<file path="src/rtl/traffic_pkg.sv">
// Shared encodings, default durations and timer states for the traffic light front end.
// No logic; constants only.
// Imported by the request/timer stage and the light controller.
package traffic_pkg;

    localparam logic [1:0] TSEL_GRN = 2'b00;
    localparam logic [1:0] TSEL_YEL = 2'b01;
    localparam logic [1:0] TSEL_PED = 2'b10;
    localparam logic [1:0] TSEL_SEC = 2'b11;

    localparam int DEF_TICK_DIV = 50000000;
    localparam int DEF_G_SEC    = 10;
    localparam int DEF_Y_SEC    = 3;
    localparam int DEF_PED_SEC  = 8;
    localparam int DEF_SEC_SEC  = 6;
    localparam int DEF_EXT_SEC  = 2;
    localparam int DEF_MAX_SEC  = 20;

    localparam logic [0:0] TMR_IDLE = 1'b0;
    localparam logic [0:0] TMR_RUN  = 1'b1;

    typedef enum logic [0:0] {
        ST_IDLE = TMR_IDLE,
        ST_RUN  = TMR_RUN
    } tmr_state_e;

endpackage

</file>
<file path="src/rtl/sync_edge.sv">
// 2-flop synchroniser followed by a registered rising-edge pulse.
// Latency: input rise sampled at edge k gives rise=1 after edge k+2.
// No backpressure; a held level yields a single pulse.
module sync_edge (
    input  logic Clock,
    input  logic Resetn,
    input  logic din,
    output logic rise
);

    logic meta_q;
    logic sync_q;
    logic prev_q;

    always_ff @(posedge Clock or negedge Resetn) begin
        if (!Resetn) begin
            meta_q <= 1'b0;
            sync_q <= 1'b0;
            prev_q <= 1'b0;
            rise   <= 1'b0;
        end else begin
            meta_q <= din;
            sync_q <= meta_q;
            prev_q <= sync_q;
            rise   <= sync_q & ~prev_q;
        end
    end

endmodule

</file>
<file path="src/rtl/traffic_req_timer.sv">
// Request conditioning and seconds-based phase timer feeding the light controller.
// Latency: raw request to s_req/p_req is 3 edges; expiry pulse registered with secs_left=0.
// No backpressure; clears and tmr_start are single-cycle strobes from the controller.
module traffic_req_timer
    import traffic_pkg::*;
#(
    parameter int TICK_DIV = DEF_TICK_DIV,
    parameter int G_SEC    = DEF_G_SEC,
    parameter int Y_SEC    = DEF_Y_SEC,
    parameter int PED_SEC  = DEF_PED_SEC,
    parameter int SEC_SEC  = DEF_SEC_SEC,
    parameter int EXT_SEC  = DEF_EXT_SEC,
    parameter int MAX_SEC  = DEF_MAX_SEC
) (
    input  logic       Clock,
    input  logic       Resetn,
    input  logic       S_in,
    input  logic       P_in,
    input  logic       C_in,
    input  logic       clr_s,
    input  logic       clr_p,
    input  logic       tmr_start,
    input  logic [1:0] tmr_sel,
    output logic       s_req,
    output logic       p_req,
    output logic       prefer_sec,
    output logic       t_sec,
    output logic       t_yellow,
    output logic       busy,
    output logic [5:0] secs_left
);

    localparam int CNT_W = (TICK_DIV > 1) ? $clog2(TICK_DIV) : 1;
    localparam logic [CNT_W-1:0] CNT_MAX = CNT_W'(TICK_DIV - 1);

    logic s_rise;
    logic p_rise;
    logic c_rise;

    sync_edge u_sync_s (.Clock(Clock), .Resetn(Resetn), .din(S_in), .rise(s_rise));
    sync_edge u_sync_p (.Clock(Clock), .Resetn(Resetn), .din(P_in), .rise(p_rise));
    sync_edge u_sync_c (.Clock(Clock), .Resetn(Resetn), .din(C_in), .rise(c_rise));

    // A new press in the same cycle as its clear must survive.
    always_ff @(posedge Clock or negedge Resetn) begin
        if (!Resetn) begin
            s_req      <= 1'b0;
            p_req      <= 1'b0;
            prefer_sec <= 1'b1;
        end else begin
            s_req <= s_rise | (s_req & ~clr_s);
            p_req <= p_rise | (p_req & ~clr_p);
            if (clr_s && !clr_p) begin
                prefer_sec <= 1'b0;
            end else if (clr_p && !clr_s) begin
                prefer_sec <= 1'b1;
            end
        end
    end

    logic [CNT_W-1:0] pre_cnt;
    logic             tick;

    assign tick = (pre_cnt == CNT_MAX);

    always_ff @(posedge Clock or negedge Resetn) begin
        if (!Resetn) begin
            pre_cnt <= '0;
        end else if (tmr_start || tick) begin
            pre_cnt <= '0;
        end else begin
            pre_cnt <= pre_cnt + 1'b1;
        end
    end

    logic [5:0] sel_dur;

    always_comb begin
        sel_dur = 6'(G_SEC);
        case (tmr_sel)
            TSEL_GRN: sel_dur = 6'(G_SEC);
            TSEL_YEL: sel_dur = 6'(Y_SEC);
            TSEL_PED: sel_dur = 6'(PED_SEC);
            TSEL_SEC: sel_dur = 6'(SEC_SEC);
            default:  sel_dur = 6'(G_SEC);
        endcase
    end

    // secs_left >= 1 while running, so the 7-bit sum never underflows.
    logic [6:0] ext_sum;
    logic [5:0] ext_val;

    assign ext_sum = {1'b0, secs_left} - {6'd0, tick} + 7'(EXT_SEC);
    assign ext_val = (ext_sum > 7'(MAX_SEC)) ? 6'(MAX_SEC) : ext_sum[5:0];

    logic [0:0] state;
    logic [1:0] sel_q;

    assign busy = (state == TMR_RUN);

    always_ff @(posedge Clock or negedge Resetn) begin
        if (!Resetn) begin
            state     <= TMR_IDLE;
            sel_q     <= TSEL_GRN;
            secs_left <= '0;
            t_sec     <= 1'b0;
            t_yellow  <= 1'b0;
        end else begin
            t_sec    <= 1'b0;
            t_yellow <= 1'b0;
            if (tmr_start) begin
                state     <= TMR_RUN;
                sel_q     <= tmr_sel;
                secs_left <= sel_dur;
            end else if (state == TMR_RUN) begin
                if (sel_q == TSEL_SEC && c_rise) begin
                    secs_left <= ext_val;
                end else if (tick) begin
                    secs_left <= secs_left - 6'd1;
                    if (secs_left == 6'd1) begin
                        state <= TMR_IDLE;
                        if (sel_q == TSEL_YEL) begin
                            t_yellow <= 1'b1;
                        end else begin
                            t_sec <= 1'b1;
                        end
                    end
                end
            end
        end
    end

endmodule

</file>
<file path="config.mk">
export PLATFORM = sky130hd
export DESIGN_NAME = traffic_req_timer
export DESIGN_NICKNAME = d
export VERILOG_FILES = /design/src/rtl/traffic_pkg.sv /design/src/rtl/sync_edge.sv /design/src/rtl/traffic_req_timer.sv
export SDC_FILE = /design/constraint.sdc
export NUM_CORES = 1
export LEC_CHECK = 0
export CORE_MARGIN = 2
export CORE_UTILIZATION = 28
export DETAILED_ROUTE_END_ITERATION = 8
export SLEW_MARGIN = 20
export SYNTH_ARGS = -nofsm -noshare
export SYNTH_HDL_FRONTEND = slang
export SYNTH_SLANG_ARGS = --single-unit
</file>
<file path="constraint.sdc">
create_clock -name Clock -period 3.8 [get_ports Clock]
set_input_delay 0.76 -clock Clock [delete_from_list [all_inputs] [get_ports Clock]]
set_output_delay 0.76 -clock Clock [all_outputs]
set_load 0.03 [all_outputs]
</file>
==> impl_results.md, run 1 <==
- Worst Path Buf+Inv: 1
- Synth Register Bits: between 50 and 60
- Avg Synthesized Cell Area: slightly above 10 um^2
- CTS buffer count: 5
- Power Density: 368 nW/um^2
- Total track usage: 10.6%
- Reg-to-Reg End: secs_left[4]$_DFFE_PN0P_
- Worst hold-check path type: reg -> reg
- Final TNS setup: 0 ps
- F_max: ~300 MHz
- Critical Path Most Common Cell: ha_1
- Chip width: between 100 and 150 um
- PnR worst setup slack: 558 ps
- Dpl cells: between 300 and 400
- Syn_nets: 287
- Top delay family on crit path: compound AO/OA/AOI/OAI gates
- Peak supply drop: between 0.1 and 0.15 mV
- Hold EP: u_sync_s.sync_q$_DFF_PN0_
- Largest area contributor in the netlist: dfrtp_1
- Reg2Reg Setup Slack: ~560 ps
- Die Height: 101 um
- Worst Setup End Kind: flip-flop
- Gate Count Post-Synth: between 200 and 300
- Share of layout cells above drive strength 1: under 10%
- CP max stage delay: between 400 and 500 ps
- Post-cts resize count: 0
- HPWL Detailed: ~3500 um
- Routed vias: between 1500 and 2000
- Top_reg_cell synth: dfrtp_1
- Crit-path slowest cell: and4b_1
- Hold Buf Count CTS: 0
- Crit-path cells: ha_1, and3_1, and4b_1, ha_1, inv_1, ha_1, a211oi_1, o31ai_1, mux2i_1, a211o_1, a221o_1, mux2i_1
- Hold_sp: u_sync_s.meta_q$_DFF_PN0_
- Status: finished clean
- # DRC: 0
- DRT iter0 DRCs: 51
- Max Cap Viol: 0
- Nets: approximately 310
- Arrival time worst endpoint: approximately 3500 ps
- Critical Path Source Type: flip-flop
- RR Startpoint: pre_cnt[0]$_DFF_PN0_
- Port Buf Inserts: 21
- CTS tree: yes
- Final setup viols: 0
- Clock-pin slew on the worst setup and hold paths: roughly 100 ps
- Final Cycle Share: 85.3%
- R2R depth: 12
- Setup CP Type: reg -> reg
- Ant diodes: 0
- GRT Residual Overflow: 0
- Global placement routability congestion: approximately 0.83
- Core area: 9200 um^2
- Initial antenna violation count: 0
- Routed wire length: approximately 4900 um
- Worst-Margin Slew: between 800 and 900 ps
- Largest net degree at the start of global routing: 39
- Die ar.: 10200 um^2
- Register area share after synthesis: about half
- Worst Hold Path Cells: 0
- Setup WS pre-CTS: between 500 and 600 ps
- I/O pins: 22
- Rows: 35
- Skew-Pair Late Insertion Delay: approximately 310 ps
- Area growth from synthesis to layout: 14.4%
- Worst Skew: around 6.9 ps
- EDFF count, synth: 0
- Global-route wire length before repair: 8780 um
- Total power: 1.11 mW
- CTS sink count: 52
- Synth cell types: 42
- Clk root buf: clkbuf_8
- Filler Cells Inserted: roughly 940
- Fin crit period: 3240 ps
- Ys Warns: 0
- First drt pass iteration count: 4
- Layout Cells excl Fill: 396
- Synth top area share: between 40% and 50%
- Starting Density: 28.7%
- Vias in the first global route: roughly 1900
- Worst rel slew slack: a little over two fifths
- Post-route ant nets: 0
- Final Max Tran Viols: 0
- Post-CTS setup buffer count: 0
- Top cells by area, synth: dfrtp_1, ha_1, xor2_1
- Max H-tree Level: 2
- WL/cell: 12.4 um
- Max FO, Critical Path: 10
- Synth Cell Area: roughly 2600 um^2
- CP required: 4040 ps
- Crit path from: pre_cnt[0]$_DFF_PN0_
- Final Hold Vio Count: 0
- Static Leak: ~1.3 nW
- Max clock buf depth: 2
- RSZ-0062 raised after global routing: false
- Routed vias/inst: about 4.7
- Ys async rst share: 100%
## cells in the mapped netlist (all sizes together), types with 6 or more instances
library cell  number
dfrtp             51
nor2              34
inv               20
nand3             16
ha                14
xor2              14
xnor2             13
nand2             12
o21ai             12
nand4              9
nor3               9
a21oi              7
and3               6
buf                6
## layout make-up
class	count	area (um^2)	share of cell area (%)
multi-input combinational	182	1190	39.5
tap	111	139	4.59
inverter	20	75.1	2.48
timing repair buffer	23	220	7.28
clock inverter	3	26.3	0.868
sequential	52	1300	43.1
clock buffer	5	68.8	2.27
## power breakdown
group / switching (mW) / total [mW] / internal, mW
Combinational: 0.114 / 0.194 / 0.0801
Clock: 0.192 / 0.326 / 0.135
Sequential: 0.0177 / 0.593 / 0.575
## stage by stage
stage               util [%]  hold slack, ps  area (um^2)
floorplan                  -             331         2640
global placement        31.9             332         2930
detailed placement      31.9             335         2930
CTS                     32.9             359         3030
global route            32.9             364         3030
finish                  32.9             357         3030
## cells in the final DEF, fill, tap and decap left out, types with 7 or more instances in the layout
| cell type | count |
|---|---|
| a21oi_1 | 7 |
| xor2_1 | 14 |
| xnor2_1 | 13 |
| ha_1 | 14 |
| nand4_1 | 9 |
| dfrtp_1 | 51 |
| nand2_1 | 12 |
| o21ai_0 | 12 |
| nor3_1 | 9 |
| clkdlybuf4s50_1 | 20 |
| nand3_1 | 16 |
| nor2_1 | 32 |
| inv_1 | 20 |
## logic make-up after synthesis
kind of cell             Yosys count  synth area share, %
XOR/XNOR                          27                 8.94
flip-flops                        52                 49.3
adder cells (fa/ha/maj)           14                 6.63
multiplexers                       2                0.757
buffers and inverters             29                 5.58
AND/OR/NAND/NOR                  104                 20.1
AO/OA/AOI/OAI                     35                 8.76
## worst register-to-register path, cell delays in order, from the launching register on
cell and delay, ps:
dfrtp_1 420, ha_1 220, and3_1 280, and4b_1 450, ha_1 220, inv_1 40, ha_1 180, a211oi_1 340
o31ai_1 130, mux2i_1 130, a211o_1 340, a221o_1 320, mux2i_1 120
## how the worst max path moves through the flow
stage / to / slack, ps / cells after the start
after floorplan: secs_left[2]$_DFFE_PN0P_ / 900 / 16
after global placement: secs_left[4]$_DFFE_PN0P_ / 650 / 12
after detailed placement: secs_left[4]$_DFFE_PN0P_ / 530 / 12
after CTS: secs_left[4]$_DFFE_PN0P_ / 510 / 12
after global routing: secs_left[3]$_DFFE_PN0P_ / 240 / 12
final: secs_left[4]$_DFFE_PN0P_ / 560 / 12
## routing by layer
layer  vias to the layer above  part of all wire, %  track usage [%]
li1                        939                    -                -
met3                         4                  2.5             2.48
met5                         -                    0                0
met1                       911                   49             14.0
met2                        16                   48             17.4
met4                         0                 0.81             3.22
## flip-flops by register name (all words and copies together), names as in the netlist
name and flops:
u_sync_p.sync_q 1, u_sync_s.sync_q 1, t_yellow 1, u_sync_c.meta_q 1, u_sync_s.prev_q 1, s_req 1
busy 1, u_sync_p.rise 1, u_sync_p.meta_q 1, sel_q 2, p_req 1, u_sync_c.prev_q 1
u_sync_c.rise 1, u_sync_p.prev_q 1, u_sync_s.rise 1, prefer_sec 1, u_sync_c.sync_q 1, pre_cnt 26
t_sec 1, secs_left 6, u_sync_s.meta_q 1
(Power assumes the default switching activity.)
==> run 2, diff against run 1 <==
--- a/config.mk
+++ b/config.mk
@@ -5,8 +5,9 @@
 export SDC_FILE = /design/constraint.sdc
 export NUM_CORES = 1
 export LEC_CHECK = 0
+export ABC_AREA = 1
 export CORE_MARGIN = 2
-export CORE_UTILIZATION = 28
+export CORE_UTILIZATION = 35
 export DETAILED_ROUTE_END_ITERATION = 8
 export SLEW_MARGIN = 20
 export SYNTH_ARGS = -nofsm -noshare
==> run 2 against run 1 <==
Effect of this change: utilization increased by 8.4 points; critical path type unchanged; flip-flop and latch count unchanged; register-to-register slack improved by 490 ps.
==> impl_results.md, run 2 <==
- Worst Skew: 12.1 ps (was 6.88 ps)
- CTS sink count: 52 (unchanged)
- Final setup viols: 0 (unchanged)
- Top cells by area, synth: dfrtp_1, nand2_1, nor2_1 (was dfrtp_1, ha_1, xor2_1)
- Share of layout cells above drive strength 1: 10.4% (was 5.26%)
- Met2 Track Usage GR: 24.2% (was 17.4%)
- Gate Count Post-Synth: 370 (was 263)
- CTS buffer count: 5 (unchanged)
- Vias in the first global route: 2342 (was 1909)
- Post-synth top cells: nand2_1, nor2_1, dfrtp_1, inv_1, nand3_1 (was dfrtp_1, nor2_1, inv_1, nand3_1)
- Synth Register Bits: 52 (unchanged)
- Total power: 1.23 mW (was 1.11 mW)
- Worst Setup End Kind: flip-flop (unchanged)
- Commonest non-fill, non-tap cells in the layout: nand2_1, nor2_1, dfrtp_1 (was dfrtp_1, nor2_1, inv_1, clkdlybuf4s50_1, nand3_1)
- Final TNS setup: 0 ps (unchanged)
- RR Startpoint: pre_cnt[0]$_DFF_PN0_ (unchanged)
- Layout Cells excl Fill: 500 (was 396)
- Final Cycle Share: 72.5% (was 85.3%)
- Nets: 418 (was 308)
- Most Crowded Layer GR: met2 (unchanged)
- Count leader, synth: nand2_1 (was dfrtp_1)
- Hold Buf Count CTS: 0 (unchanged)
- Chip width: 96.5 um (was 101 um)
- Post-CTS setup buffer count: 0 (unchanged)
- HPWL Detailed: 4740 um (was 3490 um)
- Reg-to-Reg End: secs_left[3]$_DFFE_PN0P_ (was secs_left[4]$_DFFE_PN0P_)
- Final Hold Vio Count: 0 (unchanged)
- Starting Density: 36.3% (was 28.7%)
- Ant diodes: 0 (unchanged)
- Setup CP Type: reg -> reg (unchanged)
- Adder-Cell Fraction of Synth Area: 5.85% (was 6.63%)
- Max FO, Critical Path: 5 (was 10)
- Arrival time worst endpoint: 3020 ps (was 3480 ps)
- Synth top area share: 42.6% (was 48.3%)
- Worst-Margin Slew: 799 ps (was 868 ps)
- Post-synthesis mux area share: 0% (was 0.757%)
- Initial antenna violation count: 0 (unchanged)
- Critical Path Most Common Cell: ha_1 (unchanged)
- Top_reg_cell synth: dfrtp_1 (unchanged)
- GRT Residual Overflow: 0 (unchanged)
- Hold_sp: u_sync_p.meta_q$_DFF_PN0_ (was u_sync_s.meta_q$_DFF_PN0_)
- Crit path from: pre_cnt[0]$_DFF_PN0_ (unchanged)
- Synth Cell Area: 3000 um^2 (was 2640 um^2)
- Peak supply drop: 0.162 mV (was 0.147 mV)
- Post-Synth XOR/XNOR Area: 3.80% (was 8.94%)
- Global placement routability congestion: 0.863 (was 0.831)
- Compound-Gate Fraction of Synth Area: 5.97% (was 8.76%)
- Worst hold-check path type: reg -> reg (unchanged)
- DRT iter0 DRCs: 79 (was 51)
- Status: finished clean (unchanged)
- Die Height: 96.5 um (was 101 um)
- Reg2Reg Setup Slack: 1050 ps (was 560 ps)
- Post-route ant nets: 0 (unchanged)
- Avg Synthesized Cell Area: 8.10 um^2 (was 10.1 um^2)
- Synth Area in Simple Gates: 33.6% (was 20.1%)
- Crit-path cells: ha_1, nand2_2, nor2_4, inv_2, nor2_4, nand2_4, nor3_4, ha_1, inv_1, ha_1, inv_1, ha_1, inv_1, nand3_1, nand3_1, nand2_1, nand3_1, o21ai_0, nand2_1, nand2_1 (was ha_1, and3_1, and4b_1, ha_1, inv_1, ha_1, a211oi_1, o31ai_1, mux2i_1, a211o_1, a221o_1, mux2i_1)
- Worst Path Buf+Inv: 4 (was 1)
- Die ar.: 9310 um^2 (was 10200 um^2)
- Static Leak: 1.55 nW (was 1.31 nW)
- Top delay family on crit path: simple AND/OR/NAND/NOR gates (was compound AO/OA/AOI/OAI gates)
- WHS: 360 ps (was 357 ps)
- Worst Hold Path Cells: 0 (unchanged)
- Clk root buf: clkbuf_8 (unchanged)
- CTS tree: yes (unchanged)
- Max H-tree Level: 2 (unchanged)
- Post-cts resize count: 0 (unchanged)
- Power Density: 360 nW/um^2 (was 368 nW/um^2)
- First drt pass iteration count: 4 (unchanged)
- Register bank with the most flops: pre_cnt (unchanged)
- I/O pins: 22 (unchanged)
- Max reg flops: 26 (unchanged)
- Worst rel slew slack: 46.7% (was 42.2%)
- Crit-path slowest cell: dfrtp_1 (was and4b_1)
- Max Cap Viol: 0 (unchanged)
- Met1 Use GR: 20.9% (was 14.0%)
- Largest regs: pre_cnt (26), secs_left (6), sel_q (2) (unchanged)
- RSZ-0062 raised after global routing: false (unchanged)
- Routed vias/inst: 4.74 (was 4.72)
- CP max stage delay: 410 ps (was 450 ps)
- Ys async rst share: 100% (unchanged)
- Area growth from synthesis to layout: 13.7% (was 14.4%)
- Dpl cells: 492 (was 388)
- # DRC: 0 (unchanged)
- Commonest non-fill, non-tap cell in the layout: nand2_1 (was dfrtp_1)
- Hold EP: u_sync_p.sync_q$_DFF_PN0_ (was u_sync_s.sync_q$_DFF_PN0_)
- F_max: 363 MHz (was 308 MHz)
- Max clock buf depth: 2 (unchanged)
- Synth cell types: 35 (was 42)
- R2R depth: 20 (was 12)
- Rows: 33 (was 35)
- Critical Path Source Type: flip-flop (unchanged)
- Register area share after synthesis: 43.5% (was 49.3%)
- Routed vias: 2368 (was 1870)
- Skew-Pair Late Insertion Delay: 320 ps (was 310 ps)
- Syn_nets: 394 (was 287)
- Port Buf Inserts: 21 (unchanged)
- Routed wire length: 6220 um (was 4910 um)
- EDFF count, synth: 0 (unchanged)
- Main combinational cell family by area after synthesis: simple AND/OR/NAND/NOR gates (unchanged)
- Fin crit period: 2750 ps (was 3240 ps)
- Global-route wire length before repair: 10800 um (was 8780 um)
- Final Max Tran Viols: 0 (unchanged)
- Total track usage: 14.9% (was 10.6%)
- Clock-pin slew on the worst setup and hold paths: 110 ps (was 100 ps)
- GR met3 Demand/Resource: 2.64% (was 2.48%)
- WL/cell: 12.4 um (about the same)
- Ys Warns: 0 (unchanged)
- CP required: 4070 ps (was 4040 ps)
- Largest net degree at the start of global routing: 37 (was 39)
- Core area: 8260 um^2 (was 9200 um^2)
- Largest area contributor in the netlist: dfrtp_1 (unchanged)
-- run 2: worst max path at each step --
stage               cells after the start                  endpoint
floorplan                              20  secs_left[3]$_DFFE_PN0P_
global placement                       20  secs_left[3]$_DFFE_PN0P_
detailed placement                     20  secs_left[3]$_DFFE_PN0P_
CTS                                    20  secs_left[3]$_DFFE_PN0P_
global route                           21  secs_left[0]$_DFFE_PN0P_
finish                                 20  secs_left[3]$_DFFE_PN0P_
-- run 2: cells by family (layout without fill, tap and decap cells) --
kind of cell	Yosys count	after routing
compound gates	32	32
xor+xnor	13	13
fa+ha+maj	14	14
buf+inv	55	80
flops	52	52
simple gates	204	204
-- run 2: layout make-up --
| class | instances | area [um^2] |
|---|---|---|
| Multi-Input combinational cell | 263 | 1480 |
| Clock buffer | 5 | 68.8 |
| Timing Repair Buffer | 22 | 213 |
| Fill cell | 827 | 4850 |
| Sequential cell | 52 | 1300 |
| Tap cell | 105 | 131 |
| Clock inverter | 3 | 28.8 |
| Inverter | 50 | 188 |
-- run 2: report_power, final --
part	switching [mW]	internal, mW	leakage [nW]
sequential	0.0269	0.579	0.675
combinational	0.169	0.101	0.828
clock	0.210	0.140	0.0511
total	0.406	0.820	1.55
-- run 2: per-layer routing --
metal / wire, um / vias up
met4: 63 / 0
met2: 2810 / 34
met3: 200 / 6
li1: - / 1235
met5: 0 / -
met1: 3150 / 1093
-- run 2: metrics by stage --
| stage | cell area (um^2) | setup WS (ps) | utilization, % |
|---|---|---|---|
| after floorplan | 3000 | 1330 | - |
| after global placement | 3310 | 1140 | 40.1 |
| after detailed placement | 3310 | 1080 | 40.1 |
| after CTS | 3410 | 1040 | 41.3 |
| after global routing | 3410 | 757 | 41.3 |
| final | 3410 | 1050 | 41.3 |
